File: src/rtl/register_bank_writer_if.sv
//==============================================================================
// Module      : register_bank_writer_if
// Description : Processor write-command handshake for the sprite register bank.
// Revision    : 1.0 - initial release
//==============================================================================
`default_nettype none

interface register_bank_writer_if #(
    parameter int SIZE_REG_ADDR = 5,
    parameter int SIZE_DATA     = 32
);
    logic                     cmd_valid;
    logic [SIZE_REG_ADDR-1:0] cmd_reg;
    logic [SIZE_DATA-1:0]     cmd_data;
    logic                     cmd_ready;

    modport master (output cmd_valid, output cmd_reg, output cmd_data, input cmd_ready);
    modport slave  (input cmd_valid, input cmd_reg, input cmd_data, output cmd_ready);
endinterface

`default_nettype wire

File: src/rtl/register_bank_writer.sv
//==============================================================================
// Module      : register_bank_writer
// Description : Buffers register writes and commits them only between frames.
// Revision    : 1.0 - initial release
//==============================================================================
`default_nettype none

module register_bank_writer #(
    parameter int SIZE_REG_ADDR  = 5,
    parameter int SIZE_DATA      = 32,
    parameter int FIFO_ADDR_BITS = 2
) (
    input  wire                          clk,
    input  wire                          reset,
    register_bank_writer_if.slave        cmd,
    input  wire                          printtingScreen,
    output logic                         bank_we,
    output logic [SIZE_REG_ADDR-1:0]     bank_addr,
    output logic [SIZE_DATA-1:0]         bank_data,
    output logic [FIFO_ADDR_BITS:0]      pending,
    output logic                         busy
);
    localparam int DEPTH = 1 << FIFO_ADDR_BITS;
    localparam int ENTRY_W = SIZE_REG_ADDR + SIZE_DATA;
    localparam logic [FIFO_ADDR_BITS:0] FULL_COUNT = (FIFO_ADDR_BITS+1)'(DEPTH);
    localparam logic [FIFO_ADDR_BITS:0] ONE_COUNT  = (FIFO_ADDR_BITS+1)'(1);

    typedef enum logic [1:0] {
        S_IDLE   = 2'd0,
        S_WAIT   = 2'd1,
        S_COMMIT = 2'd2
    } state_t;

    state_t state, state_next;

    logic [ENTRY_W-1:0]        mem [DEPTH];
    logic [FIFO_ADDR_BITS-1:0] wr_ptr, rd_ptr;
    logic [FIFO_ADDR_BITS:0]   count;
    logic                      push, pop;

    // Ready looks only at the occupancy, never at a same-cycle pop.
    assign cmd.cmd_ready = (count != FULL_COUNT);
    assign push          = cmd.cmd_valid && cmd.cmd_ready;
    assign pop           = (state != S_IDLE) && (count != '0) && !printtingScreen;
    assign pending       = count;
    assign busy          = (count != '0) || bank_we;

    always_ff @(posedge clk) begin
        if (push) begin
            mem[wr_ptr] <= {cmd.cmd_reg, cmd.cmd_data};
        end
    end

    always_ff @(posedge clk or negedge reset) begin
        if (!reset) begin
            state     <= S_IDLE;
            wr_ptr    <= '0;
            rd_ptr    <= '0;
            count     <= '0;
            bank_we   <= 1'b0;
            bank_addr <= '0;
            bank_data <= '0;
        end else begin
            state <= state_next;
            if (push) begin
                wr_ptr <= wr_ptr + 1'b1;
            end
            if (pop) begin
                rd_ptr <= rd_ptr + 1'b1;
            end
            case ({push, pop})
                2'b10:   count <= count + 1'b1;
                2'b01:   count <= count - 1'b1;
                default: count <= count;
            endcase
            bank_we <= pop;
            if (pop) begin
                {bank_addr, bank_data} <= mem[rd_ptr];
            end
        end
    end

    always_comb begin
        state_next = state;
        case (state)
            S_IDLE: begin
                if (push) begin
                    state_next = S_WAIT;
                end
            end
            S_WAIT, S_COMMIT: begin
                if (pop) begin
                    // Last entry leaving with nothing arriving empties the queue.
                    if ((count == ONE_COUNT) && !push) begin
                        state_next = S_IDLE;
                    end else begin
                        state_next = S_COMMIT;
                    end
                end else begin
                    state_next = S_WAIT;
                end
            end
            default: state_next = S_IDLE;
        endcase
    end

endmodule

`default_nettype wire

File: src/flat_wrapper.sv
// flat-port wrapper written by rule: the top's interface ports become plain ports
module register_bank_writer_flat 
#(
    parameter int SIZE_REG_ADDR  = 5,
    parameter int SIZE_DATA      = 32,
    parameter int FIFO_ADDR_BITS = 2
)
  (clk, reset, printtingScreen, bank_we, bank_addr, bank_data, pending, busy, cmd_cmd_valid, cmd_cmd_reg, cmd_cmd_data, cmd_cmd_ready);
  register_bank_writer_if #(.SIZE_REG_ADDR(SIZE_REG_ADDR), .SIZE_DATA(SIZE_DATA)) cmd_i ();
  input  wire clk;
  input  wire reset;
  input  wire printtingScreen;
  output logic bank_we;
  output logic [SIZE_REG_ADDR-1:0] bank_addr;
  output logic [SIZE_DATA-1:0] bank_data;
  output logic [FIFO_ADDR_BITS:0] pending;
  output logic busy;
  input wire logic [$bits(cmd_i.cmd_valid)-1:0] cmd_cmd_valid;
  input wire logic [$bits(cmd_i.cmd_reg)-1:0] cmd_cmd_reg;
  input wire logic [$bits(cmd_i.cmd_data)-1:0] cmd_cmd_data;
  output wire logic [$bits(cmd_i.cmd_ready)-1:0] cmd_cmd_ready;
  assign cmd_i.cmd_valid = cmd_cmd_valid;
  assign cmd_i.cmd_reg = cmd_cmd_reg;
  assign cmd_i.cmd_data = cmd_cmd_data;
  assign cmd_cmd_ready = cmd_i.cmd_ready;
  register_bank_writer #(.SIZE_REG_ADDR(SIZE_REG_ADDR), .SIZE_DATA(SIZE_DATA), .FIFO_ADDR_BITS(FIFO_ADDR_BITS)) u_core (.clk(clk), .reset(reset), .cmd(cmd_i), .printtingScreen(printtingScreen), .bank_we(bank_we), .bank_addr(bank_addr), .bank_data(bank_data), .pending(pending), .busy(busy));
endmodule
File: config.mk
export PLATFORM = sky130hd
export DESIGN_NAME = register_bank_writer_flat
export DESIGN_NICKNAME = d
export VERILOG_FILES = /design/src/rtl/register_bank_writer_if.sv /design/src/rtl/register_bank_writer.sv /design/src/flat_wrapper.sv
export SDC_FILE = /design/constraint.sdc
export NUM_CORES = 1
export LEC_CHECK = 0
export ABC_CLOCK_PERIOD_IN_PS = 3000
export BUFFER_PORTS_ARGS = -buffer_cell sky130_fd_sc_hd__clkbuf_2
export CORE_MARGIN = 5
export CORE_UTILIZATION = 50
export CTS_BUF_LIST = sky130_fd_sc_hd__clkbuf_2
export CTS_CLUSTER_DIAMETER = 80
export CTS_CLUSTER_SIZE = 10
export DETAILED_ROUTE_END_ITERATION = 12
export GPL_TIMING_DRIVEN = 0
export PLACE_DENSITY = 0.7
export SLEW_MARGIN = 20
export SYNTH_ARGS = -nofsm -noshare
export SYNTH_HDL_FRONTEND = slang
export SYNTH_SLANG_ARGS = --single-unit
File: constraint.sdc
create_clock -name clk -period 3 [get_ports clk]
set_input_delay 0.15 -clock clk [delete_from_list [all_inputs] [get_ports clk]]
set_output_delay 0.15 -clock clk [all_outputs]
set_load 0.005 [all_outputs]
Yosys cells after proc, flatten, opt, wreduce, memory -nomap -nowiden
Memories as Yosys holds them, arrays and structs flattened. A register that Yosys moved wholly into a read port is not among the register bits.
Index checks and enable logic that the tools add are counted.

cells by class
  add/sub/neg operators = 4
  $mul = 0
  divide/modulo/power cells = 0
  $lt $le $gt $ge = 0
  equal/unequal tests = 7
  shifts and indexed selects = 0
  multiplexer cells = 7
  bitwise logic cells = 0
  reduce and logical (&&, ||, !) cells = 13

operators with widths
  operator                                          count
  2-to-1 mux 2 bit                                  3
  one-hot mux 3 bit (2 select lines)                1
  adder 2 x 1 -> 2 bit, second input constant       2
  == test 2 x 1 -> 1 bit, second input constant     2
  == test 2 bit, second input constant              2
  logical AND 1 bit                                 4
  one-hot mux 2 bit (2 select lines)                1
  nonzero test 2 bit                                2
  adder 3 x 1 -> 3 bit, second input constant       1
  == test 3 x 1 -> 1 bit, second input constant     1
  logical NOT 1 bit                                 3
  != test 3 bit, second input constant              1
  nonzero test 3 bit                                1
  subtractor 3 x 1 -> 3 bit, second input constant  1
  logical NOT 2 bit                                 1
  2-to-1 mux 1 bit                                  2
  != test 2 x 1 -> 1 bit, second input constant     1
  OR reduction 2 bit                                1
  logical OR 1 bit                                  1

word-level totals
  register bits = 10
  bits in latches = 0
  RAM bits = 148
  memory bits (read-only) = 0
  input bits = 41
  output and inout bits = 43
  memories = 1

memory list
  memory      depth  width  rd ports  clocked after Yosys merged registers in  wr ports  line                        text
  u_core.mem  4      37     1         1                                        1         register_bank_writer.sv:36  logic [ENTRY_W-1:0] mem [DEPTH];

Depth between registers and ports, before layout
  depth in word-level cells = 7
  gate-level depth with buffers = 11
  depth with buffers taken out = 9

Worst setup path before layout
Ideal clock, no wire load.

  path kind = reg2reg
  start point = register u_core.count[0], in the netlist u_core.pending[0]
  end point = memory u_core.mem[0][0] (netlist bit), enable pin
  setup time = 0.398 ns
  arrival = 2.148 ns
  required time = 2.602 ns
  setup slack = 0.455 ns
  cell stages (with the launch flop) = 5
  path buffers = 0
  clock period less this slack = 2.545 ns
  cells stage by stage = dfrtp_1 inv_1 ha_1 a21boi_1 and2_1

between the ends
  cells in the longest elaborated chain, start to end = 4

ends and longest elaborated chain
  item                                    line                        text
  from (decl)                             register_bank_writer.sv:38  logic [FIFO_ADDR_BITS:0] count;
  from (signal assigned)                  register_bank_writer.sv:72  2'b10: count <= count + 1'b1;
  from (signal assigned)                  register_bank_writer.sv:73  2'b01: count <= count - 1'b1;
  from (signal assigned)                  register_bank_writer.sv:74  default: count <= count;
  != test 3 bit                           register_bank_writer.sv:42  assign cmd.cmd_ready = (count != FULL_COUNT);
  logical AND 1 bit                       register_bank_writer.sv:43  assign push = cmd.cmd_valid && cmd.cmd_ready;
  2-to-1 mux 1 bit                        register_bank_writer.sv:49  if (push) begin
  2-to-1 mux 1 bit (implied by the code)  register_bank_writer.sv:50  mem[wr_ptr] <= {cmd.cmd_reg, cmd.cmd_data};
  to (decl)                               register_bank_writer.sv:36

Every way passes these cells.

Worst setup path in the final report
  start point = register u_core.count[0], in the netlist u_core.pending[0]
  end point = memory u_core.mem[0][31] (netlist bit), enable pin

The elaborated chain is that of the path after synthesis.

==> run summary <==
drt first pass iters = 4
maximum clock path buffer count = 2
Final Hold Fails = 0
DR DRC count = 0
synthesized area = 7520 sq um
placed insts = 601
Die Height = 133 um
area fraction of the dominant cell type after synthesis = 59.1%
number of buffers added on ports = 83
commonest non-fill, non-tap cells in the layout = edfxtp_1 (148), clkbuf_2 (103), dfrtp_1 (47), dlygate4sd3_1 (41), mux4_2 (37)
WL final = 13000 um
Tmin final = 2640 ps
Detailed Place HPWL = 8060 um
H-tree level count = 4
CTS clk-pin slew, worst paths = 240 ps
Mapped Cells = 330
fmax = 0.379 GHz
VDD IR-drop max = 0.425 mV
Finished Layout Cells = 676
Root Driver = clkbuf_2
RSZ-0062 raised after global routing = no
Starting Density = 51.3%
First DRT Iteration DRCs = 146
Warnings, synthesis = 0
top cells by area, synth = edfxtp_1 (59%), dfrtp_1 (16%), mux4_2 (11%), mux2_4 (7.2%), ha_1 (1.8%)
Final period util = 87.9%
final hold slack = 161 ps
Ports = 84
GR Layer Usage met2 = 26.5%
post-route cell area = 8920 sq um
fin util = 60.9%
predominant post-synthesis flop cell = edfxtp_1
Die W = 133 um
die footprint = 17600 sq um
Wirelength per Cell = 19.2 um
worst slew pin tran = 745 ps
final setup skew = 29.0 ps
DR vias/cell = 5.18
gr ovfl total = 0
Most Crowded Layer GR = met2
initial antenna violation count = 0
M1 GR Usage = 20.6%
clk sink count = 195
Setup CP Type = flip-flop to flip-flop
vias in the first global route = 3955
area grow syn2layout = 18.7%
Yosys top cell by area = edfxtp_1
Worst Hold Class = input pin to flip-flop
sequential share of the synthesized area = 74.8%
power per cell area = 898 nW/um^2
Lkg Pwr = 3.46 nW
first-pass GRT wire length = 21200 um
status = finished clean
gr usage total = 16.0%
WP data arrival = 3080 ps
Power, Total = 8.01 mW
core area = 14600 sq um
unique cell type count in the Yosys netlist = 29
max_cap viols = 0
Clk Latency, worst-skew pair = 730 ps
met3 GRT Util = 4.33%
WP data required = 3450 ps
share of post-route cells with drive strength above 1 = 42.6%
final net count = 530
commonest non-fill, non-tap cell in the layout = edfxtp_1
Placed Area = 8270 sq um
DRT antenna net count = 0
Synth async-reset ratio = 24.1%
max_slew headroom = 50.2%
TritonCTS Buffers = 17
CTS tree = done
DR vias = 3502
element type at the critical path end = flip-flop
register bit total from synthesis = 195
crit path launch type = flip-flop
crit path max fanout = 19
Max Slew Vio Count = 0
Avg Synthesized Cell Area = 22.8 sq um
# rows = 44
Setup-failing EPs final = 0
gpl congestion = 0.708
syn_nets = 382
post-CTS sizing = 0
pin count of the biggest net entering global routing = 48
Post-synth EDFFs = 148
worst max-delay path, stage by stage, from the launching register on:
cell and delay [ps]:
dfrtp_1 490, inv_1 90, ha_1 230, a21boi_1 580, and2_2 690, buf_16 250
per-layer routing:
layer / routed length (um) / vias to the layer above / share of wire (%)
li1: - / 1606 / -
met1: 5570 / 1808 / 43
met2: 6700 / 77 / 52
met3: 584 / 11 / 4.5
met4: 152 / 0 / 1.2
met5: 0 / - / 0
worst paths after layout:
check                                                  from                          endpoint  slack (ps)  cells past startpoint
min in group asynchronous                             reset  u_core.bank_data[15]$_DFFE_PN0P_         460                      4
min reg2reg                u_core.bank_data[27]$_DFFE_PN0P_  u_core.bank_data[27]$_DFFE_PN0P_         540                      1
max                           u_core.pending[0]$_DFFE_PN0P_       u_core.mem[0][31]$_DFFE_PP_         360                      5
min                                        cmd_cmd_data[25]       u_core.mem[3][25]$_DFFE_PP_         160                      2
max in group asynchronous                             reset  u_core.bank_data[26]$_DFFE_PN0P_        2290                      4
max reg2reg                   u_core.pending[0]$_DFFE_PN0P_       u_core.mem[0][31]$_DFFE_PP_         360                      5
through the flow:
stage / setup WS (ps) / setup TNS [ps]
global route: 107 / 0
detailed placement: 374 / 0
floorplan: 455 / 0
finish: 363 / 0
global placement: -406 / -59250
CTS: 312 / 0
area by class of cell:
| type | instances | area [sq um] |
|---|---|---|
| clock buffer | 21 | 105 |
| multi-input combinational | 114 | 1730 |
| sequential | 195 | 5620 |
| clock inverter | 11 | 111 |
| fill | 1077 | 5720 |
| buffer | 13 | 138 |
| tap | 184 | 230 |
| antenna | 1 | 2.50 |
| timing repair buffer | 129 | 951 |
| inverter | 8 | 30.0 |
report_power, final:
group	total, mW	switching [mW]	internal (mW)
clock	1.19	0.800	0.386
sequential	3.97	0.303	3.67
combinational	2.86	1.22	1.63
synthesized netlist by cell type, drive strengths merged, types with 2 or more instances:
library cell    n
and2            4
buf            12
dfrtp          47
edfxtp        148
ha             11
inv             8
mux2           37
mux2i           2
mux4           37
nand2           4
nor2            2
o21ai           2
xnor2           5
what timing repair did:
item / in CTS / in global routing
endpoints found under the setup margin: 0 / 0
hold endpoints to repair: 202 / 0
setup buffers: 0 / 0
hold buffers: 42 / 0
flip-flops by register name, indices dropped and copies added, names as in the netlist:
register / count
u_core.wr_ptr: 2
u_core.rd_ptr: 2
u_core.bank_we: 1
u_core.mem: 148
u_core.bank_addr: 5
u_core.pending: 3
u_core.state: 2
u_core.bank_data: 32
logic make-up (layout without fill, tap and decap cells):
| group | Yosys count | in the layout | share of synthesized area [%] |
|---|---|---|---|
| adder cells (fa/ha/maj) | 11 | 11 | 1.83 |
| buffers and inverters | 21 | 182 | 2.23 |
| XOR/XNOR | 6 | 6 | 0.699 |
| multiplexers | 76 | 76 | 18.7 |
| flip-flops | 195 | 195 | 74.8 |
| AND/OR/NAND/NOR | 16 | 16 | 1.22 |
| AO/OA/AOI/OAI | 5 | 5 | 0.566 |
| other | 0 | 1 | 0 |
Power figures use the tool's default switching activity.
